==> src/rtl/hazard_stall_ctrl.sv <==
// Purpose: load-use and matrix-in-flight hazard detector; freezes PC/IF-ID and bubbles ID/EX. Optional stall counter under HAZARD_STATS_EN.
// Latency: stall outputs are combinational in the hazard cycle; matrix busy/timeout state updates on the next rising edge.
// Backpressure: a matrix stall holds until the mat_done cycle, or until MAT_LAT cycles pass and the op times out.
module hazard_stall_ctrl #(
    parameter int MAT_LAT = 4,
    parameter int STAT_W  = 16
) (
    input  logic              clk,
    input  logic              rstn,
    input  logic              id_valid,
    input  logic [4:0]        id_rs1,
    input  logic [4:0]        id_rs2,
    input  logic              id_rs1_used,
    input  logic              id_rs2_used,
    input  logic              id_rs2_r_select,
    input  logic              id_is_mat,
    input  logic [4:0]        ex_rd,
    input  logic              ex_mem_read,
    input  logic [1:0]        ex_w_select,
    input  logic              mat_done,
    output logic              stall_pc,
    output logic              stall_if_id,
    output logic              flush_id_ex,
    output logic              mat_busy,
    output logic              mat_timeout,
    output logic [STAT_W-1:0] stall_cycles
);

    typedef enum logic {
        IDLE    = 1'b0,
        MAT_RUN = 1'b1
    } state_t;

    localparam logic [3:0] CNT_INIT = 4'(MAT_LAT - 1);

    state_t     state;
    state_t     state_nxt;
    logic [3:0] cnt;
    logic [3:0] cnt_nxt;
    logic       timeout_set;
    logic       lu;
    logic       mh;
    logic       stall;
    logic       issue;

    // Hazard detection; only scalar loads need a bubble, matrix writebacks are forwarded.
    always_comb begin
        lu = ex_mem_read && (ex_w_select == 2'b01) && (ex_rd != 5'd0) && id_valid &&
             ((id_rs1_used && (ex_rd == id_rs1)) ||
              (id_rs2_used && id_rs2_r_select && (ex_rd == id_rs2)));
        mh = (state == MAT_RUN) && !mat_done && id_valid &&
             (id_is_mat || (id_rs2_used && !id_rs2_r_select));
        stall = rstn && (lu || mh);
        issue = id_valid && id_is_mat && !stall;
    end

    assign stall_pc    = stall;
    assign stall_if_id = stall;
    assign flush_id_ex = stall;
    assign mat_busy    = (state == MAT_RUN);

    // Next-state: track one matrix op in flight, allow re-issue on the completion cycle.
    always_comb begin
        state_nxt   = state;
        cnt_nxt     = cnt;
        timeout_set = 1'b0;
        case (state)
            IDLE: begin
                if (issue) begin
                    state_nxt = MAT_RUN;
                    cnt_nxt   = CNT_INIT;
                end
            end
            MAT_RUN: begin
                if (mat_done) begin
                    if (issue) begin
                        cnt_nxt = CNT_INIT;
                    end else begin
                        state_nxt = IDLE;
                    end
                end else if (cnt == 4'd0) begin
                    state_nxt   = IDLE;
                    timeout_set = 1'b1;
                end else begin
                    cnt_nxt = cnt - 4'd1;
                end
            end
            default: begin
                state_nxt = IDLE;
            end
        endcase
    end

    // State register; the timeout flag is sticky until reset.
    always_ff @(posedge clk) begin
        if (!rstn) begin
            state       <= IDLE;
            cnt         <= 4'd0;
            mat_timeout <= 1'b0;
        end else begin
            state       <= state_nxt;
            cnt         <= cnt_nxt;
            mat_timeout <= mat_timeout | timeout_set;
        end
    end

`ifdef HAZARD_STATS_EN
    // Saturating count of stalled cycles.
    always_ff @(posedge clk) begin
        if (!rstn) begin
            stall_cycles <= '0;
        end else if (stall && (stall_cycles != {STAT_W{1'b1}})) begin
            stall_cycles <= stall_cycles + STAT_W'(1);
        end
    end
`else
    assign stall_cycles = '0;
`endif

endmodule
==> config.mk <==
export PLATFORM = sky130hd
export DESIGN_NAME = hazard_stall_ctrl
export DESIGN_NICKNAME = d
export VERILOG_FILES = /design/src/rtl/hazard_stall_ctrl.sv
export SDC_FILE = /design/constraint.sdc
export NUM_CORES = 1
export LEC_CHECK = 0
export BUFFER_PORTS_ARGS = -buffer_cell sky130_fd_sc_hd__buf_2
export CORE_MARGIN = 3
export CORE_UTILIZATION = 42
export DETAILED_ROUTE_END_ITERATION = 6
export PLACE_DENSITY = 0.93
export SYNTH_ARGS = -nofsm -noshare
export SYNTH_HDL_FRONTEND = slang
export SYNTH_SLANG_ARGS = --single-unit
export TNS_END_PERCENT = 100
==> constraint.sdc <==
create_clock -name clk -period 1.9 [get_ports clk]
set_input_delay 0.19 -clock clk [delete_from_list [all_inputs] [get_ports clk]]
set_output_delay 0.19 -clock clk [all_outputs]
set_load 0.005 [all_outputs]
==> results_dict.tcl, run 1 <==
set metrics [dict create \
    status "finished, final reports clean" \
    syn-cell-area_um2 626 \
    drive_gt1_share_pct 30.9 \
    cp_data_required_time_ns 1.71 \
    drc 0 \
    grt_pass1_vias 556 \
    die_x_um 44.6 \
    place_congestion 0.802 \
    vias 583 \
    synth_area_per_cell_um2 7.82 \
    track_usage_pct 16.9 \
    diodes 0 \
    cts.sinks 6 \
    endpoint_kind "output port" \
    total_power_mw 0.381 \
    vias_per_cell 4.66 \
    antenna_left 0 \
    power_density_nw_per_um2 516 \
    dieArea_um2 1990 \
    grt-ovfl-total 0 \
    power_leakage_nw 0.375 \
    drtIter0Drc 8 \
    antenna_found_initial 0 \
    yosysUniqueCellTypes 24 \
    syn-instance-count 80 \
    grt_max_degree 8 \
    synth_seq_cells 6 \
    row_count 13 \
    core_um2 1350 \
    final-hold-violation-count 0 \
    stdcell_area_um2 738 \
    fin_util_pct 54.7 \
    final_cell_mix "30 x buf_2, 16 x conb_1, 11 x xnor2_1, 7 x nand2_1, 6 x dfxtp_1" \
    crit_arrival_ns 1.45 \
    yosysSeqAreaShare_pct 19.2 \
    tns_ns 0 \
    hold_buffers 0 \
    post_cts_buffers 0 \
    portBuffers 30 \
    syn_to_final_growth_pct 18.0 \
    wirelength_mm 1.41 \
    dr.pass1.iters 4 \
    clk_pin_slew_ns 0.05 \
    setup_viol 0 \
    final_common_cell "buf_2" \
    max_freq_mhz 611 \
    cts_tree "done" \
    initial_core_util_pct 46.3 \
    num_io_pins 47 \
    skew_ns 0.0121 \
    cts.repair.resized 0 \
    cts_made_buffers 3 \
    yosys_warnings 0 \
    crit_fanout 6 \
    rsz0062_at_grt "false" \
    drv_slew 0 \
    cts.path.max_buffers 2 \
    dieHeight_um 44.6 \
    drv_cap 0 \
    layout_worst_path_cycle_share_pct 86.2 \
    grt_pass1_wl_mm 2.35 \
    final_nets 140 \
    clk_latency_ns 0.26 \
    dp_hpwl_mm 1.23 \
    vdd_drop_max_v 0.000370 \
    wl_per_cell_um 11.2 \
    critPathLaunchType "flip-flop" \
    ctsHtreeMaxLevel 1 \
    post_dp_cell_area_um2 716 \
    clockRootBuffer "clkbuf_4" \
    criticalPathCategory "reg2out" \
    finalCriticalPeriod_ns 1.64 \
    hp-class "in2reg" \
]
[metal layers]
metal,vias up,track usage (%),part of all wire [%]
li1,306,-,-
met1,249,18.2,38
met2,26,26.9,53
met3,2,7.32,8.3
met4,0,10.2,0.50
met5,-,0,0
[cell families (layout without fill, tap and decap cells)]
logic type | Yosys count | after routing | share of synthesized area, %
adder cells (fa/ha/maj) | 2 | 2 | 4.00
buffers and inverters | 20 | 35 | 22.8
AO/OA/AOI/OAI | 16 | 16 | 18.4
AND/OR/NAND/NOR | 24 | 24 | 19.6
XOR/XNOR | 11 | 11 | 15.4
flip-flops | 6 | 6 | 19.2
other | 1 | 16 | 0.599
[final cells by class]
class	count	area [um^2]
well taps	15	18.8
repair buffers	30	150
flip-flops and latches	6	120
inverters	2	7.51
clock buffers	3	22.5
fillers	131	612
multi-input cells	69	419
[cell usage after synthesis, drive strengths merged]
| cell type | n | share of area (%) |
|---|---|---|
| o21a | 2 | 2.4 |
| nand2 | 7 | 4.2 |
| nor2b | 2 | 2.0 |
| nand3 | 1 | 0.80 |
| dfxtp | 6 | 19 |
| o21ai | 2 | 1.6 |
| o211ai | 1 | 1.2 |
| a21oi | 3 | 2.4 |
| buf | 18 | 22 |
| nor3 | 3 | 2.4 |
| nand2b | 3 | 3.0 |
| a32oi | 1 | 1.4 |
| a21boi | 1 | 1.2 |
| o22ai | 1 | 1.0 |
| or4 | 2 | 2.4 |
| conb | 1 | 0.60 |
| nand4 | 3 | 3.0 |
| nor2 | 3 | 1.8 |
| xnor2 | 11 | 15 |
| inv | 2 | 1.2 |
| o211a | 1 | 1.6 |
| a21o | 3 | 3.6 |
| ha | 2 | 4.0 |
| o31ai | 1 | 2.0 |
[worst max-delay path: stages (launching register included)]
cell and delay [ns]:
dfxtp_1 0.33, nor2b_1 0.37, o21ai_0 0.15, a21oi_1 0.22
buf_2 0.15
[metrics by stage]
| stage | worst slack [ns] | cells | hold slack [ns] |
|---|---|---|---|
| after global placement | 0.367 | 122 | 0.451 |
| final | 0.263 | 125 | 0.231 |
| after global routing | 0.0629 | 125 | 0.225 |
| after floorplan | 0.533 | 95 | 0.308 |
| after CTS | 0.227 | 125 | 0.222 |
| after detailed placement | 0.352 | 122 | 0.469 |
[flip-flops by register name (all words and copies together) (netlist names)]
signal / flops
mat_busy: 1
mat_timeout: 1
cnt: 4
[report_power, final]
part	switching, mW	internal (mW)	total (mW)
Sequential	0.00619	0.134	0.140
Clock	0.0509	0.0718	0.123
Combinational	0.0611	0.0569	0.118
[worst paths after layout]
check	from	to	slack [ns]	depth (start not counted)
min reg2reg	mat_timeout$_SDFF_PN0_	mat_timeout$_SDFF_PN0_	0.48	1
min	rstn	cnt[3]$_SDFFE_PN0P_	0.23	2
max	mat_busy$_SDFF_PN0_	flush_id_ex	0.26	4
max reg2reg	cnt[0]$_SDFFE_PN0P_	cnt[1]$_SDFFE_PN0P_	0.44	7
(Power assumes the default switching activity.)
==> run 2, diff against run 1 <==
--- a/config.mk
+++ b/config.mk
@@ -5,11 +5,12 @@
 export SDC_FILE = /design/constraint.sdc
 export NUM_CORES = 1
 export LEC_CHECK = 0
+export ABC_AREA = 1
 export BUFFER_PORTS_ARGS = -buffer_cell sky130_fd_sc_hd__buf_2
 export CORE_MARGIN = 3
-export CORE_UTILIZATION = 42
+export CORE_UTILIZATION = 45
 export DETAILED_ROUTE_END_ITERATION = 6
-export PLACE_DENSITY = 0.93
+export PLACE_DENSITY = 0.94
 export SYNTH_ARGS = -nofsm -noshare
 export SYNTH_HDL_FRONTEND = slang
 export SYNTH_SLANG_ARGS = --single-unit
==> run 2 against run 1 <==
Net effect: clock skew fell by 0.0065 ns; flip-flop and latch count stayed put; sequential power about the same; first-iteration DRC count increased by 100%; combinational power rose by 9%; area after synthesis increased by 21%; register-to-register slack gained 0.18 ns; via count grew 34%; largest power group unchanged.
==> results_dict.tcl, run 2 <==
set metrics [dict create \
    max_freq_mhz 657 \
    critPathLaunchType "flip-flop" \
    regArea_um2 120 \
    cts.sinks 6 \
    cp_num_buf_inv 3 \
    synth_edf_count 0 \
    hp-class "in2reg" \
    layout_worst_path_cycle_share_pct 80.1 \
    synth_area_leaders "nand2_1 18%, buf_4 18%, dfxtp_1 16%, inv_1 11%, nor2_1 5.9%" \
    crit_arrival_ns 1.33 \
    yosys_warnings 0 \
    status "finished, final reports clean" \
    setup_viol 0 \
    highest_layer "met4" \
    total_power_mw 0.393 \
    synthAdderAreaFrac_pct 3.30 \
    synth_xor_xnor_area_share_pct 1.16 \
    vias_per_cell 4.44 \
    core_um2 1540 \
    initial_core_util_pct 49.2 \
    vdd_drop_max_v 0.000243 \
    hold_buffers 0 \
    path_cells "inv_1 -> nor2_4 -> o21ai_0 -> nand2_1 -> nand2_2 -> inv_1 -> buf_2" \
    synth_area_per_cell_um2 5.83 \
    skew_ns 0.00566 \
    drt-met1-wl_um 653 \
    largest-register "cnt" \
    tns_ns 0 \
    multi_input_area_um2 450 \
    post_cts_buffers 0 \
    drive_gt1_share_pct 31.9 \
    final_common_cell "nand2_1" \
    dpl.cell_count 173 \
    path_common_cell "inv_1" \
    clk_pin_slew_ns 0.05 \
    dieArea_um2 2210 \
    synth_top_area_share_pct 18.3 \
    final_nets 190 \
    ctsHtreeMaxLevel 1 \
    num_io_pins 47 \
    syn-cell-area_um2 758 \
    drv_cap 0 \
    cts_tree "done" \
    power_density_nw_per_um2 450 \
    synthMuxAreaShare_pct 0 \
    yosys.area.top_type "nand2_1" \
    dp_hpwl_mm 1.43 \
    wl_met3_um 158 \
    drc 0 \
    yosysUniqueCellTypes 22 \
    endpoint_kind "output port" \
    place_congestion 0.735 \
    slowest_delay_ns 0.33 \
    async_flop_share_pct 0 \
    row_count 14 \
    die_x_um 47.1 \
    wirelength_mm 1.67 \
    final_cell_mix "37 x nand2_1, 30 x buf_2, 22 x inv_1, 16 x conb_1, 12 x nor2_1" \
    track_usage_pct 16.4 \
    drtIter0Drc 16 \
    wl_per_cell_um 9.48 \
    antenna_found_initial 0 \
    diodes 0 \
    critical-path-top-delay-family "simple AND/OR/NAND/NOR gates" \
    synth-compound-area-share_pct 7.10 \
    crit_fanout 8 \
    yosysSeqAreaShare_pct 15.8 \
    rsz0062_at_grt "false" \
    synth_seq_cells 6 \
    fillers 151 \
    cts.repair.resized 0 \
    dieHeight_um 47.1 \
    clockRootBuffer "clkbuf_4" \
    antenna_left 0 \
    drv_slew 0 \
    synth.most_common_cell "nand2_1" \
    cts_made_buffers 3 \
    portBuffers 30 \
    largest_reg_flops 4 \
    finalCriticalPeriod_ns 1.52 \
    criticalPathCategory "reg2out" \
    instances_no_fill 176 \
    syn-instance-count 130 \
    grt_pass1_vias 698 \
    slowest_stage "dfxtp_1" \
    synthSimpleGateAreaFrac_pct 39.9 \
    ys_top_cells_by_count "37 x nand2_1, 22 x inv_1, 18 x buf_4, 12 x nor2_1" \
    power_leakage_nw 0.568 \
    grt_pass1_wl_mm 2.56 \
    grt_max_degree 9 \
    dr.pass1.iters 4 \
    dr_wl_met2_um 785 \
    grt-ovfl-total 0 \
    vias 782 \
    cts.path.max_buffers 2 \
    syn_to_final_growth_pct 15.0 \
    cp_data_required_time_ns 1.71 \
    clk_latency_ns 0.26 \
    synth_top_family_by_area "simple AND/OR/NAND/NOR gates" \
    final-hold-violation-count 0 \
    synthFlopType "dfxtp_1" \
]
[run 2: cell types whose count changed after synthesis, moves of 2 or more]
cell / previous run / this run
nand2_2: 0 / 4
nand2_1: 7 / 37
nor2b_1: 2 / 0
nor3_1: 3 / 0
o21a_1: 2 / 0
xnor2_1: 11 / 0
inv_1: 2 / 22
inv_2: 0 / 6
nand3_1: 1 / 5
a21oi_2: 0 / 3
nor2_1: 3 / 12
nand2b_1: 3 / 0
a21o_1: 3 / 0
or4_1: 2 / 0
[run 2: metal layers]
layer  vias to the layer above  track usage, %
li1                        411               -
met1                       311            17.3
met2                        50            29.5
met3                        10            1.15
met4                         0            12.7
met5                         -               0
[run 2: logic make-up (layout without fill, tap and decap cells)]
group | Yosys count | in the layout
simple gates | 65 | 65
xor+xnor | 1 | 1
compound gates | 8 | 8
buf+inv | 47 | 62
other cells | 1 | 16
flops | 6 | 6
fa+ha+maj | 2 | 2
[run 2: worst register-to-register path, delay by kind of cell, from the launching register on]
| family | cells | cell delay [ns] |
|---|---|---|
| AOI/OAI and AO/OA | 3 | 0.33 |
| and+or+nand+nor | 2 | 0.18 |
| buffers and inverters | 2 | 0.15 |
| DFF | 1 | 0.32 |
| adders and majority gates | 1 | 0.24 |
[run 2: path summary, 6_finish.rpt]
check	from	endpoint	slack, ns	cells past startpoint
min reg2reg	mat_timeout$_SDFF_PN0_	mat_timeout$_SDFF_PN0_	0.48	2
min	rstn	cnt[0]$_SDFFE_PN0P_	0.22	3
max	mat_busy$_SDFF_PN0_	stall_if_id	0.38	7
max reg2reg	cnt[0]$_SDFFE_PN0P_	cnt[3]$_SDFFE_PN0P_	0.62	8
[run 2: layout make-up]
| cell class | instances | area share [%] |
|---|---|---|
| Sequential cell | 6 | 13.8 |
| Inverter | 29 | 12.5 |
| Timing Repair Buffer | 30 | 17.2 |
| Tap cell | 16 | 2.30 |
| Multi-Input combinational cell | 92 | 51.6 |
| Clock buffer | 3 | 2.58 |
[run 2: stage by stage]
| step | hold WS, ns | setup WS (ns) | instance area, um^2 | util, % |
|---|---|---|---|---|
| 2_1_floorplan | 0.322 | 0.706 | 815 | - |
| 3_3_place_gp | 0.435 | 0.650 | 850 | 55.1 |
| 3_5_place_dp | 0.471 | 0.599 | 850 | 55.1 |
| 4_1_cts | 0.219 | 0.380 | 872 | 56.6 |
| 5_1_grt | 0.230 | 0.232 | 872 | 56.6 |
| 6_report | 0.216 | 0.379 | 872 | 56.6 |
[run 2: power by group]
group / switching (mW) / internal (mW)
clock network: 0.0537 / 0.0720
registers: 0.00454 / 0.134
logic: 0.0770 / 0.0517
==> run 3, diff against run 2 <==
--- a/config.mk
+++ b/config.mk
@@ -8,9 +8,9 @@
 export ABC_AREA = 1
 export BUFFER_PORTS_ARGS = -buffer_cell sky130_fd_sc_hd__buf_2
 export CORE_MARGIN = 3
-export CORE_UTILIZATION = 45
+export CORE_UTILIZATION = 38
 export DETAILED_ROUTE_END_ITERATION = 6
-export PLACE_DENSITY = 0.94
+export PLACE_DENSITY = 0.85
 export SYNTH_ARGS = -nofsm -noshare
 export SYNTH_HDL_FRONTEND = slang
 export SYNTH_SLANG_ARGS = --single-unit
==> constraint.sdc (replaced) <==
create_clock -name clk -period 1.3 [get_ports clk]
set_input_delay 0.13 -clock clk [delete_from_list [all_inputs] [get_ports clk]]
set_output_delay 0.13 -clock clk [all_outputs]
set_load 0.005 [all_outputs]
==> run 3 against run 2 <==
Net effect: sequential share of layout area fell by 0.46 points; critical path type unchanged; routed wire length fell by 9.7%; worst setup slack got worse by 0.28 ns; design area rose by 5.6%; global-route usage fell by 4.1 points; die area rose by 16%; sequential power rose by 47%.
==> results_dict.tcl, run 3 (synthesis results as in run 2) <==
set metrics [dict create \
    vdd_drop_max_v 0.000295 \
    drc 0 \
    criticalPathCategory "reg2out" \
    grt-ovfl-total 0 \
    max_freq_mhz 830 \
    hp-class "in2reg" \
    skew_ns 0.00161 \
    track_usage_pct 12.3 \
    antenna_left 0 \
    grt_pass1_vias 639 \
    drv_slew 0 \
    wl_per_cell_um 8.01 \
    row_count 15 \
    antenna_found_initial 0 \
    wirelength_mm 1.51 \
    vias_per_cell 4.06 \
    final_cell_mix "37 x nand2_1, 30 x buf_2, 20 x inv_1, 16 x conb_1, 12 x nor2_1" \
    portBuffers 30 \
    endpoint_kind "output port" \
    setup_viol 0 \
    setup_slack_ns 0.0953 \
    clockRootBuffer "clkbuf_4" \
    diodes 0 \
    dieArea_um2 2570 \
    hold_slack_ns 0.160 \
    crit_fanout 3 \
    grt_max_degree 6 \
    place_congestion 0.884 \
    cts_tree "done" \
    vias 763 \
    cts.sinks 6 \
    layout_worst_path_cycle_share_pct 92.7 \
    drive_gt1_share_pct 36.2 \
    clk_pin_slew_ns 0.05 \
    ctsHtreeMaxLevel 1 \
    post_dp_cell_area_um2 868 \
    dp_hpwl_mm 1.33 \
    power_density_nw_per_um2 627 \
    total_power_mw 0.577 \
    power_leakage_nw 0.582 \
    cts.path.max_buffers 2 \
    finalCriticalPeriod_ns 1.20 \
    final_nets 193 \
    crit_arrival_ns 1.07 \
    syn_to_final_growth_pct 21.5 \
    cts_made_buffers 3 \
    final-hold-violation-count 0 \
    final_common_cell "nand2_1" \
    drv_cap 0 \
    stdcell_area_um2 921 \
    core_um2 1800 \
    die_x_um 50.7 \
    clk_latency_ns 0.25 \
    status "finished, final reports clean" \
    largest_reg_flops 4 \
    num_io_pins 47 \
    dieHeight_um 50.7 \
    dp_slack_ns 0.0365 \
    largest-register "cnt" \
    dr.pass1.iters 4 \
    grt_pass1_wl_mm 2.46 \
    cp_data_required_time_ns 1.17 \
    initial_core_util_pct 42.1 \
    drtIter0Drc 4 \
    critPathLaunchType "flip-flop" \
]
[run 3: area by class of cell]
type,instances,area (um^2)
tap,25,31.3
fill,199,881
timing repair buffer,33,173
clock buffer,3,22.5
multi-input combinational,92,463
sequential,6,123
inverter,29,109
[run 3: critical path, cell delays in order, from the launching register on]
cell     delay [ns]
dfxtp_2        0.32
inv_1          0.05
nor2_4         0.08
o21ai_1        0.07
nand2_1        0.09
nand2_2        0.06
inv_2          0.06
buf_2          0.10
[run 3: repair_timing]
action                     CTS  global route
hold buffers                 0             0
gates resized for setup      2             5
pin swaps                    2             3
hold endpoints to repair     0             0
setup buffers                1             1
setup endpoints to repair    3             4
[run 3: through the flow]
stage	setup TNS (ns)	instances	util (%)
global route	-0.00209	188	51.1
global placement	0	183	48.2
detailed placement	0	183	48.2
CTS	0	187	49.9
finish	0	188	51.1
floorplan	0	145	-
[run 3: layer usage]
layer,part of all wire [%],GRT usage (%)
met1,43,16.6
met2,48,19.1
met3,7.2,1.78
met4,1.1,5.38
met5,0,0
[run 3: path summary, 6_finish.rpt]
path / startpoint / end / slack (ns) / depth (start not counted)
worst max-delay path: mat_busy$_SDFF_PN0_ / stall_if_id / 0.1 / 7
worst min register to register: mat_timeout$_SDFF_PN0_ / mat_timeout$_SDFF_PN0_ / 0.45 / 2
worst max register to register: cnt[1]$_SDFFE_PN0P_ / cnt[3]$_SDFFE_PN0P_ / 0.11 / 8
worst min-delay path: rstn / cnt[0]$_SDFFE_PN0P_ / 0.16 / 3
[run 3: report_power, final]
part | internal (mW) | total [mW] | switching, mW
Clock | 0.105 | 0.176 | 0.0715
Combinational | 0.0849 | 0.198 | 0.113
Sequential | 0.196 | 0.203 | 0.00695
